### src/rtl/pattern_merge_pipe.sv
// Elastic pattern pipeline: per-lane AND/NOR patterns, DEPTH valid/ready register
// stages, and a saturating count of output words with any pattern bit set.
module pattern_merge_pipe #(
  parameter int WIDTH = 4,
  parameter int DEPTH = 2,
  parameter int CNT_W = 8
) (
  input  logic             blif_clk_net,
  input  logic             blif_reset_net,
  input  logic             in_valid,
  output logic             in_ready,
  input  logic [WIDTH-1:0] in_a,
  input  logic [WIDTH-1:0] in_b,
  input  logic [WIDTH-1:0] in_c,
  output logic             out_valid,
  input  logic             out_ready,
  output logic [WIDTH-1:0] out_p,
  output logic [WIDTH-1:0] out_q,
  output logic             out_any,
  input  logic             cnt_clr,
  output logic [CNT_W-1:0] hit_count
);

  logic [DEPTH-1:0] vld_q, vld_d;
  logic [DEPTH-1:0] accept;
  logic [WIDTH-1:0] p_q [DEPTH];
  logic [WIDTH-1:0] p_d [DEPTH];
  logic [WIDTH-1:0] q_q [DEPTH];
  logic [WIDTH-1:0] q_d [DEPTH];
  logic [WIDTH-1:0] in_p, in_q;
  logic [CNT_W-1:0] cnt_q, cnt_d;
  logic             full_tail;
  logic             out_xfer;

  always_comb begin
    in_p = in_a & in_b & ~in_c;
    in_q = ~(in_a | in_b) & ~in_c;
  end

  // A stage can take a word when any stage from it to the tail has a bubble,
  // or the tail drains; computed as a suffix-AND instead of a stage-to-stage chain.
  always_comb begin
    accept    = '0;
    full_tail = 1'b1;
    for (int unsigned j = 0; j < DEPTH; j++) begin
      full_tail             = full_tail & vld_q[DEPTH-1-j];
      accept[DEPTH-1-j]     = out_ready | ~full_tail;
    end
  end

  always_comb begin
    vld_d = vld_q;
    p_d   = p_q;
    q_d   = q_q;
    if (accept[0]) begin
      vld_d[0] = in_valid;
      if (in_valid) begin
        p_d[0] = in_p;
        q_d[0] = in_q;
      end
    end
    for (int unsigned j = 1; j < DEPTH; j++) begin
      if (accept[j]) begin
        vld_d[j] = vld_q[j-1];
        if (vld_q[j-1]) begin
          p_d[j] = p_q[j-1];
          q_d[j] = q_q[j-1];
        end
      end
    end
  end

  always_comb begin
    in_ready  = accept[0];
    out_valid = vld_q[DEPTH-1];
    out_p     = p_q[DEPTH-1];
    out_q     = q_q[DEPTH-1];
    out_any   = vld_q[DEPTH-1] & (|(p_q[DEPTH-1] | q_q[DEPTH-1]));
    out_xfer  = vld_q[DEPTH-1] & out_ready;
    hit_count = cnt_q;
  end

  always_comb begin
    cnt_d = cnt_q;
    if (cnt_clr) begin
      cnt_d = '0;
    end else if (out_xfer && out_any && (cnt_q != '1)) begin
      cnt_d = cnt_q + CNT_W'(1);
    end
  end

  always_ff @(posedge blif_clk_net or negedge blif_reset_net) begin
    if (!blif_reset_net) begin
      vld_q <= '0;
      cnt_q <= '0;
      for (int unsigned j = 0; j < DEPTH; j++) begin
        p_q[j] <= '0;
        q_q[j] <= '0;
      end
    end else begin
      vld_q <= vld_d;
      cnt_q <= cnt_d;
      for (int unsigned j = 0; j < DEPTH; j++) begin
        p_q[j] <= p_d[j];
        q_q[j] <= q_d[j];
      end
    end
  end

endmodule

### config.mk
export PLATFORM = sky130hd
export DESIGN_NAME = pattern_merge_pipe
export DESIGN_NICKNAME = d
export VERILOG_FILES = /design/src/rtl/pattern_merge_pipe.sv
export SDC_FILE = /design/constraint.sdc
export NUM_CORES = 1
export LEC_CHECK = 0
export ABC_AREA = 1
export CAP_MARGIN = 0
export CORE_MARGIN = 3
export CORE_UTILIZATION = 30
export CTS_BUF_LIST = sky130_fd_sc_hd__clkbuf_16
export DETAILED_ROUTE_END_ITERATION = 16
export SETUP_SLACK_MARGIN = 0.1
export SYNTH_ARGS = -nofsm -noshare
export SYNTH_HDL_FRONTEND = slang
export SYNTH_SLANG_ARGS = --single-unit
### constraint.sdc
create_clock -name blif_clk_net -period 1.6 [get_ports blif_clk_net]
set_clock_uncertainty 0.15 [all_clocks]
set_input_delay 0.16 -clock blif_clk_net [delete_from_list [all_inputs] [get_ports blif_clk_net]]
set_output_delay 0.16 -clock blif_clk_net [all_outputs]
set_load 0.02 [all_outputs]
==> flow_summary_export.csv <==
group,metric,value,unit
run_status,status,"finished clean",
final_layout,multi_input_area,648,um2
floorplanning,core-area,4470,um2
critical_path,cp_num_buf_inv,2,
yosys,synth_ff_type,"dfrtp_1",
yosys,synth_compound_area_share,9.43,%
yosys,ys_warn_count,0,
global_route,antenna_found_initial,0,
yosys,seq_area_frac_synth,45.4,%
floorplanning,io_pins,36,
final_layout,fill_cells,437,
cts,insertion_delay,0.26,ns
routing,drc,0,
yosys,avgSynthCellArea,8.19,um2
yosys,async_flop_share,100,%
final_layout,nNetsFinal,243,
cts,root_buffer,"clkbuf_16",
placed_design,dpl.cell_count,269,
critical_path,reg2reg_setup_slack,0.15,ns
critical_path,cp_top_family,"flip-flops",
routing,detail-route-antenna-nets,0,
yosys,yosysTopAreaCell,"dfrtp_1",
worst_hold_path,hp-class,"input port to async pin",
yosys,yosysMostFrequentCell,"nand2_1",
placed_design,port_buffers,35,
final_layout,seq_area,653,um2
global_route,grtUsageTotal,11.7,%
placed_design,place_ws,-0.173,ns
routing,drt-total-wl,3.06,mm
timing,finalSetupViolations,0,
yosys,synth_xor_area_share,1.22,%
power_and_ir_drop,p_leak,1.06,nW
yosys,synthTopCellsByCount,"nand2_1, inv_1, dfrtp_1",
timing,finalCritPeriodShare,92.2,%
floorplanning,num_rows,24,
run,cap_viol_max_count,0,
cts,clk_pin_slew,0.06,ns
yosys,syn_area,1430,um2
yosys,synth.distinct_cells,25,
routing,dr_total_vias,1209,
timing,tightestPinTransition,0.335,ns
critical_path,path_class,"flip-flop to output port",
final_layout,diodes,0,
power_and_ir_drop,powerDensity,996,nW/um2
yosys,syn_inst,175,
floorplanning,initial_core_util,32.0,%
power_and_ir_drop,irDropWorstVdd,0.417,mV
power_and_ir_drop,total_power,2.06,mW
routing,drt_iter0_markers,102,
cts,cts_tree,"built",
critical_path,crit_path_end_kind,"output port",
yosys,synthSimpleGateAreaFrac,29.1,%
critical_path,worst_ep_arrival_time,1.17,ns
routing,routedWlPerCell,11.1,um
timing,slew_viol_final,0,
global_route,grt_pass1_wl,5.04,mm
critical_path,cp_max_fo,2,
cts,clk_path_buf_depth,2,
placed_design,gp_congestion,0.852,
critical_path,required,1.29,ns
timing,hold_viol,0,
global_route,grt_remaining_overflow,0,
floorplanning,die_y,75.1,um
timing,rsz0062_at_grt,"yes",
global_route,first_global_vias,1114,
final_layout,fin_cells,276,
routing,via_per_inst,4.38,
cts,htreeDepth,1,
yosys,synth_top_family_by_area,"simple AND/OR/NAND/NOR gates",
timing,slew_headroom,77.7,%
floorplanning,die_width,75.1,um
cts,cts_made_buffers,3,
final_layout,post_route_cells_drive_above_1_share,28.1,%
yosys,synthAdderAreaFrac,0.873,%
yosys,synth_seq_cells,26,
timing,period_minus_slack,1.48,ns
yosys,synth_edf_count,0,
critical_path,crit_chain,"inv_1 -> nand2_1 -> nor2_2 -> a21boi_0 -> clkbuf_2",
placed_design,dp_hpwl,2.17,mm
yosys,muxShareOfSynthArea,0,%
timing,fin_ws,0.125,ns
floorplanning,die_area,5640,um2
yosys,synth.area.top_cells,"dfrtp_1, nand2_1, inv_1",
critical_path,cpPeakStageDelay,0.38,ns
critical_path,crit_path_top_delay_cell,"dfrtp_1",
timing,fmax,678,MHz
critical_path,startpoint_type,"flip-flop",
cts,cts.sinks,26,
final_layout,syn_to_final_growth,44.2,%
global_route,grt_start_max_net_pins,27,
routing,drtPass1Iterations,4,
yosys,synth_top_area_share,45.4,%
yosys,synth_nets,193,
[flip-flops by register name, summed over array words and instances, names as in the netlist]
register / count
out_p: 4
hit_count: 8
out_q: 4
q_q: 4
vld_q: 2
p_q: 4
[placed cells by master, fill, tap and decap left out, drive strengths merged]
master	synthesis	routed
xor2	1	1
xnor2	1	1
dfrtp	26	26
a21oi	1	1
nor3b	1	1
o21ai	17	17
nor2	15	15
ha	1	1
bufinv	0	1
nand2	48	48
clkbuf	0	6
buf	11	20
nand4	6	7
nand3	9	9
a21boi	1	1
nor3	5	5
o21bai	1	1
inv	31	31
dlygate4sd2	0	16
clkdlybuf4s50	0	16
[worst reg2reg max path, stage by stage, from the launching register on]
cell	delay (ns)
dfrtp_2	0.43
ha_4	0.17
nand2_4	0.08
nor2_4	0.04
nand2_2	0.10
nand4_4	0.16
nand2_8	0.16
nand2_2	0.06
nand2_2	0.05
[kinds of logic after synthesis]
family / Yosys count
xor gates and xnor gates: 2
AOI/OAI and AO/OA: 20
and+or+nand+nor: 84
adders and majority gates: 1
DFF: 26
buffers and inverters: 42
[timing repair]
item | in CTS | in global routing
cloned | 1 | 0
pin swaps | 2 | 1
setup buffers | 1 | 1
hold buffers | 0 | 0
resized for setup | 22 | 20
endpoints found under the setup margin | 27 | 11
endpoints found under the hold margin | 0 | 0
[path summary, 6_finish.rpt]
check | start | to | cells past startpoint
setup / recovery | out_p[0]$_DFFE_PN0P_ | out_any | 5
hold / removal | blif_reset_net | p_q[4]$_DFFE_PN0P_ | 2
setup reg to reg | hit_count[1]$_DFFE_PN0P_ | hit_count[0]$_DFFE_PN0P_ | 8
hold reg to reg | q_q[4]$_DFFE_PN0P_ | q_q[4]$_DFFE_PN0P_ | 2
max in group asynchronous | blif_reset_net | hit_count[0]$_DFFE_PN0P_ | 2
min in group blif_clk_net | in_a[0] | p_q[4]$_DFFE_PN0P_ | 3
[layout make-up]
type / count / share of cell area, %
Sequential cell: 26 / 31.6
Multi-Input combinational cell: 108 / 31.4
Timing Repair Buffer: 55 / 23.1
Inverter: 31 / 5.63
Clock buffer: 3 / 3.63
Tap cell: 52 / 3.15
Clock inverter: 1 / 1.45
[report_power, final]
| part | internal [mW] | switching [mW] | total, mW |
|---|---|---|---|
| registers | 0.721 | 0.0433 | 0.764 |
| logic | 0.252 | 0.320 | 0.572 |
| clock network | 0.497 | 0.225 | 0.722 |
[layer usage]
layer / up-vias / routed length [um] / track usage (%)
li1: 643 / - / -
met1: 545 / 1510 / 16.3
met2: 19 / 1420 / 18.3
met3: 2 / 106 / 2.27
met4: 0 / 33 / 3.56
met5: - / 0 / 0
[metrics by stage]
stage / utilization (%) / hold slack, ns / TNS, ns / instance area [um2]
floorplan: - / -0.286 / 0 / 1440
global placement: 42.8 / 0.350 / -0.182 / 1910
detailed placement: 42.8 / 0.359 / -0.198 / 1910
CTS: 45.2 / 0.145 / -0.0221 / 2020
global route: 46.2 / 0.178 / 0 / 2070
finish: 46.2 / 0.129 / 0 / 2070
No activity file was read; power rests on OpenSTA's default activity.
